[config.mk]
export PLATFORM = sky130hd
export DESIGN_NAME = serial_sub_ctrl
export DESIGN_NICKNAME = d
export VERILOG_FILES = /design/src/rtl/serial_sub_ctrl_pkg.sv /design/src/rtl/serial_sub_ctrl_fs_bit_cell.sv /design/src/rtl/serial_sub_ctrl.sv
export SDC_FILE = /design/constraint.sdc
export NUM_CORES = 1
export LEC_CHECK = 0
export ABC_AREA = 1
export CELL_PAD_IN_SITES_DETAIL_PLACEMENT = 2
export CELL_PAD_IN_SITES_GLOBAL_PLACEMENT = 2
export CORE_MARGIN = 3
export CORE_UTILIZATION = 30
export CTS_CLUSTER_SIZE = 25
export DETAILED_ROUTE_END_ITERATION = 10
export HOLD_SLACK_MARGIN = 0.1
export PLACE_DENSITY = 0.9
export SYNTH_ARGS = -nofsm -noshare
export SYNTH_HDL_FRONTEND = slang
export SYNTH_HIERARCHICAL = 1
export SYNTH_SLANG_ARGS = --single-unit
[constraint.sdc]
create_clock -name clk -period 1.8 [get_ports clk]
set_input_delay 0.36 -clock clk [delete_from_list [all_inputs] [get_ports clk]]
set_output_delay 0.36 -clock clk [all_outputs]
set_load 0.02 [all_outputs]
[src/rtl/serial_sub_ctrl_pkg.sv]
// Shared definitions for the bit-serial subtract controller.
package serial_sub_ctrl_pkg;

   typedef enum logic [1:0] {
      ST_IDLE = 2'd0,
      ST_RUN  = 2'd1,
      ST_DONE = 2'd2
   } state_t;

endpackage

[src/rtl/serial_sub_ctrl_fs_bit_cell.sv]
// Combinational 1-bit full subtractor: d = x - y - bi, bo = borrow out.
module fs_bit_cell (
   input  logic x,
   input  logic y,
   input  logic bi,
   output logic d,
   output logic bo
);

   // Difference and borrow from the three inputs, bi included in both terms.
   always_comb begin
      d  = x ^ y ^ bi;
      bo = (~x & y) | (~x & bi) | (y & bi);
   end

endmodule

[src/rtl/serial_sub_ctrl.sv]
// Bit-serial W-bit subtractor: diff = a - b - bin, one bit per cycle LSB-first
// through a single shared full-subtractor cell.
//
//   state   | meaning
//   --------+-----------------------------------------------------------
//   ST_IDLE | ready for a request; start loads operands
//   ST_RUN  | one bit per cycle through the cell; leaves after bit W-1
//   ST_DONE | result presented with out_valid; waits for out_ready
module serial_sub_ctrl
   import serial_sub_ctrl_pkg::*;
#(
   parameter int W = 8
) (
   input  logic         clk,
   input  logic         rst_n,
   input  logic         start,
   input  logic [W-1:0] a,
   input  logic [W-1:0] b,
   input  logic         bin,
   output logic         ready,
   output logic         busy,
   output logic         out_valid,
   input  logic         out_ready,
   output logic [W-1:0] diff,
   output logic         bout,
   output logic         ovf
);

   localparam int               CNT_W    = $clog2(W);
   localparam logic [CNT_W-1:0] CNT_LAST = CNT_W'(W - 1);

   state_t             state_q, state_d;
   logic [W-1:0]       sa_q, sa_d;
   logic [W-1:0]       sb_q, sb_d;
   // Holds the W-1 low result bits; the final bit joins them straight from the cell.
   logic [W-2:0]       dreg_q, dreg_d;
   logic               brw_q, brw_d;
   logic [CNT_W-1:0]   cnt_q, cnt_d;
   logic               amsb_q, amsb_d;
   logic               bmsb_q, bmsb_d;
   logic [W-1:0]       diff_q, diff_d;
   logic               bout_q, bout_d;
   logic               ovf_q, ovf_d;

   logic               cell_d, cell_bo;
   logic [W-1:0]       shift_in;

   fs_bit_cell u_cell (
      .x  (sa_q[0]),
      .y  (sb_q[0]),
      .bi (brw_q),
      .d  (cell_d),
      .bo (cell_bo)
   );

   assign shift_in = {cell_d, dreg_q};

   // Next-state, datapath updates and status outputs.
   always_comb begin
      state_d   = state_q;
      sa_d      = sa_q;
      sb_d      = sb_q;
      dreg_d    = dreg_q;
      brw_d     = brw_q;
      cnt_d     = cnt_q;
      amsb_d    = amsb_q;
      bmsb_d    = bmsb_q;
      diff_d    = diff_q;
      bout_d    = bout_q;
      ovf_d     = ovf_q;
      ready     = 1'b0;
      busy      = 1'b0;
      out_valid = 1'b0;
      case (state_q)
         ST_IDLE: begin
            ready = 1'b1;
            if (start) begin
               sa_d    = a;
               sb_d    = b;
               brw_d   = bin;
               cnt_d   = '0;
               amsb_d  = a[W-1];
               bmsb_d  = b[W-1];
               state_d = ST_RUN;
            end
         end
         ST_RUN: begin
            busy   = 1'b1;
            sa_d   = sa_q >> 1;
            sb_d   = sb_q >> 1;
            brw_d  = cell_bo;
            dreg_d = shift_in[W-1:1];
            if (cnt_q == CNT_LAST) begin
               cnt_d   = '0;
               diff_d  = shift_in;
               bout_d  = cell_bo;
               ovf_d   = (amsb_q != bmsb_q) && (cell_d != amsb_q);
               state_d = ST_DONE;
            end else begin
               cnt_d = cnt_q + CNT_W'(1);
            end
         end
         ST_DONE: begin
            out_valid = 1'b1;
            if (out_ready) begin
               state_d = ST_IDLE;
            end
         end
         default: begin
            state_d = ST_IDLE;
         end
      endcase
   end

   // State, shift registers, counter and registered result.
   always_ff @(posedge clk or negedge rst_n) begin
      if (!rst_n) begin
         state_q <= ST_IDLE;
         sa_q    <= '0;
         sb_q    <= '0;
         dreg_q  <= '0;
         brw_q   <= 1'b0;
         cnt_q   <= '0;
         amsb_q  <= 1'b0;
         bmsb_q  <= 1'b0;
         diff_q  <= '0;
         bout_q  <= 1'b0;
         ovf_q   <= 1'b0;
      end else begin
         state_q <= state_d;
         sa_q    <= sa_d;
         sb_q    <= sb_d;
         dreg_q  <= dreg_d;
         brw_q   <= brw_d;
         cnt_q   <= cnt_d;
         amsb_q  <= amsb_d;
         bmsb_q  <= bmsb_d;
         diff_q  <= diff_d;
         bout_q  <= bout_d;
         ovf_q   <= ovf_d;
      end
   end

   assign diff = diff_q;
   assign bout = bout_q;
   assign ovf  = ovf_q;

endmodule

Word-level counts from Yosys, hierarchy flattened
Index checks and enable logic that the tools add are counted.
W data, S select, Z words.
- muxes and demuxes: 16
- reductions and logical operators: 7
- add/sub/neg operators: 1
- bitwise operators: 8
- equal/unequal tests: 8
- operators by type and width (cell ; count):
    $pmux W8 S2 ; 2
    $mux W8 ; 2
    $mux W2 ; 3
    $mux W3 ; 2
    $ne A2 B2 Y1 const B ; 3
    $pmux W2 S3 ; 1
    $pmux W3 S2 ; 1
    $reduce_and A2 Y1 ; 3
    $mux W1 ; 4
    $add A3 B1 Y3 const B ; 1
    $and A1 B1 Y1 ; 3
    $eq A3 B3 Y1 const B ; 1
    $reduce_and A3 Y1 ; 1
    $eq A2 B1 Y1 const B ; 1
    $eq A2 B2 Y1 const B ; 1
    $logic_not A2 Y1 ; 1
    $ne A1 B1 Y1 ; 2
    $or A1 B1 Y1 ; 2
    $pmux W1 S2 ; 1
    $reduce_bool A2 Y1 ; 1
    $xor A1 B1 Y1 ; 2
    $logic_and A1 B1 Y1 ; 1
    $not A1 Y1 ; 1
- word-level logic and storage cells: 51
- output and inout port bits: 13
- bits in registers: 41
- bits of input ports: 21

Logic depth before layout (Yosys ltp)
- word-level depth: 5
- gate-level depth with buffers: 8
- mapped depth without buffers: 8

By module
Netlist, hierarchy kept.
- by module, submodules not included (module ; instances ; cells each ; seq. area each (µm²) ; area an instance (µm²)):
    serial_sub_ctrl ; 1 ; 225 ; 1026.0 ; 1855.5
    fs_bit_cell ; 1 ; 3 ; 0.0 ; 27.5

Worst setup path before layout
OpenSTA, ideal clock, no wires.
- kind: reg-to-output
- start: reg state_q[0]
- end: out out_valid
- data required time: 1440 ps
- path slack: 444 ps
- arrival: 996 ps
- cell stages (with the launch flop): 4
- path buffers: 2
- path through: dfrtp_1 > buf_6 > buf_2 > nor2_1
- cells in the longest elaborated chain, start to end: 2
- RTL lines (what ; RTL line ; text):
    start: declaration ; serial_sub_ctrl.sv:32 ; state_t state_q, state_d;
    start signal: assignment ; serial_sub_ctrl.sv:130 ; state_q <= state_d;
    $eq A2 B2 Y1 ; serial_sub_ctrl.sv:74 ; case (state_q)
    $mux W1 ; serial_sub_ctrl.sv:74 ;
    end: declaration ; serial_sub_ctrl.sv:22 ; output logic out_valid,
Every way passes these cells.

Worst setup path in the final report
- start: reg state_q[0]
- end: out busy
- cells in the longest elaborated chain, start to end: 2
- RTL lines (what ; RTL line ; text):
    $eq A2 B1 Y1 ; serial_sub_ctrl.sv:74 ;
    $mux W1 ; serial_sub_ctrl.sv:74 ;
    end: declaration ; serial_sub_ctrl.sv:21 ; output logic busy,
Every way passes these cells.

==> out/results.ini <==
[status]
status = complete, no violations

[routing]
routedWlPerCell_um = 14.76
met3_length_um = 158
first_iter_violations = 95
dr.pass1.iters = 4
wl_mm = 5.033
drt-vias-per-instance = 4.686
met1_length_mm = 2.270
drc_errors = 0
vias = 1598
highest_layer = met4
ant_nets = 0
wl_met2_mm = 2.535

[global_routing]
grt_max_degree = 42
grt_antenna_before_repair = 0
grt_pass1_wl_mm = 8.645
grtUsageTotal = 0.1534
grt_pass1_vias = 1788
grt_overflow_total = 0

[logic_synthesis]
synth_cell_types = 17
synth_seq_cells = 41
yosysTopAreaCell = dfrtp_1
syn_nets = 252
yosysWarnings = 6
netlist.area_leader.share = 0.5449
synth_cells = 228
syn_area_um2 = 1883
seq_area_frac_synth = 0.5449
ys_top_cells_by_area = dfrtp_1, nand2_1, nand3_1
avgSynthCellArea_um2 = 8.259

[power]
leakagePower_uw = 0.001231
irDropWorstVdd_v = 0.0006922
clock_power_share = 0.188
p_per_area_nw_per_um2 = 1727
p_comb_frac = 0.435
p_int_uw = 2412
swShare = 0.4176
p_seq_frac = 0.377
switching_power_uw = 1730

[timing]
max_freq_mhz = 590.9
timing.final.hold_violations = 0
setup-violations-final = 0
relSlewSlack = 0.6305
rsz0062_at_grt = false
fin_setup_tns_ns = 0
fin_crit_sh = 0.9402
fin_skew_ns = 0.008948
tightest_slew_ns = 0.5543
maxSlewViolCount = 0
min_period_ns = 1.692

[placement]
gp_congestion = 0.7533
dp_hpwl_mm = 3.617
portBuffers = 33
place_inst = 333

[cells_and_area]
n_antenna_cell = 0
drive_gt1_frac = 0.1090
final_common_cell = nand2_1
instances_no_fill = 341
fin_nets = 289
final_util = 0.4004
seq_area_um2 = 1026
final_cell_mix = nand2_1, dfrtp_1, clkdlybuf4s50_1
multi_input_area_um2 = 725.7
fill_cells = 699
area_delta_synth_final_pct = 27.38

[worst_setup_path]
worstSetupPathType = register to output port
cp-end-kind = output port
cp.arrival_ns = 1.33
crit_fanout = 5
startpoint_type = register
required_ns = 1.44

[clock_network]
root_buffer = clkbuf_8
cts_setup_buffers = 0
cts_buffers = 5
clk_latency_ns = 0.30
cts_tree = built
cts_sinks = 41
htreeDepth = 2
holdBufCountCts = 0
clk_path_buf_depth = 2
path_clk_slew_ns = 0.09
cts-resized-gates = 3

[min_path]
min_path_type = input port to async pin

[floorplanning]
die_w_um = 85.23
core_area_um2 = 5991
ios = 34
fp.dieH_um = 85.23
row_count = 28
die_area_um2 = 7263
initial_core_util = 0.3143

[flow_run]
max_cap_violations = 0

[state kept, by name, indices dropped and copies added, names as in the netlist]
signal / cells
bout: 1
bmsb_q: 1
amsb_q: 1
brw_q: 1
diff: 8
sa_q: 8
dreg_q: 7
state_q: 2
sb_q: 8
ovf: 1
cnt_q: 3
[power by group through the flow]
stage          combinational (µW)  clock [µW]  sequential (µW)
3_3_place_gp                 1730           0             1550
4_1_cts                      1860         791             1570
5_1_grt                      2080         837             1620
2_1_floorplan                1130           0             1620
3_5_place_dp                 1850           0             1580
6_report                     1800         778             1560
[layer usage]
metal | track usage | vias up
met2 | 0.2669 | 32
met1 | 0.1883 | 782
met4 | 0.05612 | 0
met5 | 0 | -
li1 | - | 777
met3 | 0.02913 | 7
[area by class of cell]
cell class	instances	area share
Tap cell	75	0.03912
Multi-Input combinational cell	160	0.3026
Clock buffer	5	0.02869
Sequential cell	41	0.4278
Timing Repair Buffer	40	0.1560
Inverter	17	0.02660
Clock inverter	3	0.01930
[stage by stage]
stage                     area (µm²)  hold slack (ns)  total power, µW  setup slack [ns]
after global placement          2287           0.4590             3271            0.1758
after CTS                       2399           0.1372             4216           0.09897
final                           2399           0.1102             4142            0.1076
after global routing            2399           0.1698             4543           0.03391
after floorplan                 1883          0.06441             2746            0.4436
after detailed placement        2287           0.4707             3435            0.1653
[cells in the mapped netlist, drive strengths merged]
cell / count
buf: 10
dfrtp: 41
fa: 1
ha: 2
inv: 17
nand2: 115
nand3: 17
nor2: 4
o21ai: 20
o31ai: 1
[worst paths after layout]
kind | to | depth (start not counted) | slack (ns) | start
max | busy | 3 | 0.11 | state_q[0]
min | sb_q[3] | 2 | 0.11 | rst_n
max reg2reg | dreg_q[1] | 4 | 0.32 | state_q[0]
min reg2reg | bout | 2 | 0.49 | bout
max in group asynchronous | amsb_q | 2 | 1.30 | rst_n
min in group clk | bout | 2 | 0.49 | bout
[cells by family (layout without fill, tap and decap cells)]
group           after synthesis  count (layout)  synth area share
compound gates               21              21           0.07110
buf+inv                      27              65           0.06976
flops                        41              41            0.5448
fa+ha+maj                     3               3           0.02392
simple gates                136             136            0.2904
[worst max-delay path, stage by stage (launching register included)]
cell,delay [ns]
dfrtp_1,0.42
inv_1,0.09
nor2_4,0.17
dlygate4sd2_1,0.36
Power figures use the tool's default switching activity.
==> RTL change: new RTL, same settings <==
The parameter `W` goes from 8 to 4.
--- a/src/rtl/serial_sub_ctrl.sv
+++ b/src/rtl/serial_sub_ctrl.sv
@@ -10,5 +10,5 @@
    import serial_sub_ctrl_pkg::*;
 #(
-   parameter int W = 8
+   parameter int W = 4
 ) (
    input  logic         clk,
Ports: changed (resized a, b and diff); port bits go from 34 to 22. The function was not compared with the original's and may differ.
==> RTL change against the original RTL <==
Worst hold slack gained 350 ps. Clock skew shrank 3.2 ps. Worst setup slack better by 100 ps. Utilization is 2.0 points higher. Sequential cell count shrank 17. Total power is 36% lower. Die area shrank 38%. Design area is 39% lower. Critical path type unchanged. Wire length is 38% lower. Synthesized area down 40%. Maximum frequency increased by 6.3%.
==> RTL change: results (changes against the original RTL) <==
- Worst relative slew slack: 0.787 (was 0.630)
- Netlist cell types: 16 (was 17)
- Multi-input logic area: 442 µm² (was 726 µm²)
- Sequential cell area share: 0.414 (was 0.428)
- Layout Nets: 176 (was 289)
- Post-synthesis cell count: 133 (was 228)
- CTS resizes: 5 (was 3)
- Fraction of area in multi-input gates: 0.303 (about the same)
- Reg-to-Reg End: ovf$_DFFE_PN0P_ (was dreg_q[1]$_DFFE_PN0N_)
- Syn Nets: 148 (was 252)
- Non-clock inverters: 13 (was 17)
- Clock skew: 5.72 ps (was 8.95 ps)
- Status: finished, final reports clean (unchanged)
- Crit-path max cell delay: 620 ps (was 420 ps)
- Largest net degree at the start of global routing: 25 (was 42)
- Non-clk buf share: 0.173 (was 0.156)
- Share of cells above drive strength 1: 0.144 (was 0.109)
- Met1 wire length: 1320 µm (was 2270 µm)
- Post-Route WL: 3100 µm (was 5030 µm)
- HPWL Detailed: 2410 µm (was 3620 µm)
- Pre-CTS WS: 192 ps (was 165 ps)
- GR Layer Usage met1: 0.175 (was 0.188)
- VDD IR-drop max: 0.611 mV (was 0.692 mV)
- First-pass GRT wire length: 5150 µm (was 8650 µm)
- Total track usage: 0.153 (about the same)
- WL per Instance: 15.0 µm (was 14.8 µm)
- Sink Count: 24 (was 41)
- Clock buffer count from CTS: 3 (was 5)
- R2r setup slk: 380 ps (was 320 ps)
- Clock group: 367 µW (was 778 µW)
- RR Startpoint: sb_q[0]$_DFFE_PN0P_ (was state_q[0]$_DFFE_PN0P_)
- Tap cells: 46 (was 75)
- R2R cell count: 7 (was 4)
- Wire length on met3: 93 µm (was 158 µm)
- Post-synthesis sequential area ratio: 0.532 (was 0.545)
- Worst skew pair latency: 260 ps (was 300 ps)
- Maximum fanout along the worst path: 2 (was 5)
- Leading post-synthesis cells by cell area: dfrtp_1, nand2_1, nand3_1 (unchanged)
- DP Cell Count: 202 (was 333)
-- RTL change: worst register-to-register path: cells and delay by family, from the launching register on --
family        cells  cell delay, ps
buf+inv           2             150
fa+ha+maj         1             550
simple gates      4             250
flops             1             410
-- RTL change: worst max path at each step --
stage | start | to | slack (ps) | cells after the start
floorplan | state_q[1]$_DFFE_PN0P_ | out_valid | 520 | 3
global placement | state_q[1]$_DFFE_PN0P_ | out_valid | 200 | 3
detailed placement | state_q[1]$_DFFE_PN0P_ | out_valid | 190 | 3
CTS | ovf$_DFFE_PN0P_ | ovf | 190 | 1
global route | bout$_DFFE_PN0P_ | bout | 160 | 1
finish | ovf$_DFFE_PN0P_ | ovf | 210 | 1
-- RTL change: cell families after synthesis --
| group | Yosys count | synth area share |
|---|---|---|
| adder cells (fa/ha/maj) | 2 | 0.0288 |
| buffers and inverters | 17 | 0.0765 |
| flip-flops | 24 | 0.532 |
| AO/OA/AOI/OAI | 13 | 0.0765 |
| AND/OR/NAND/NOR | 77 | 0.286 |
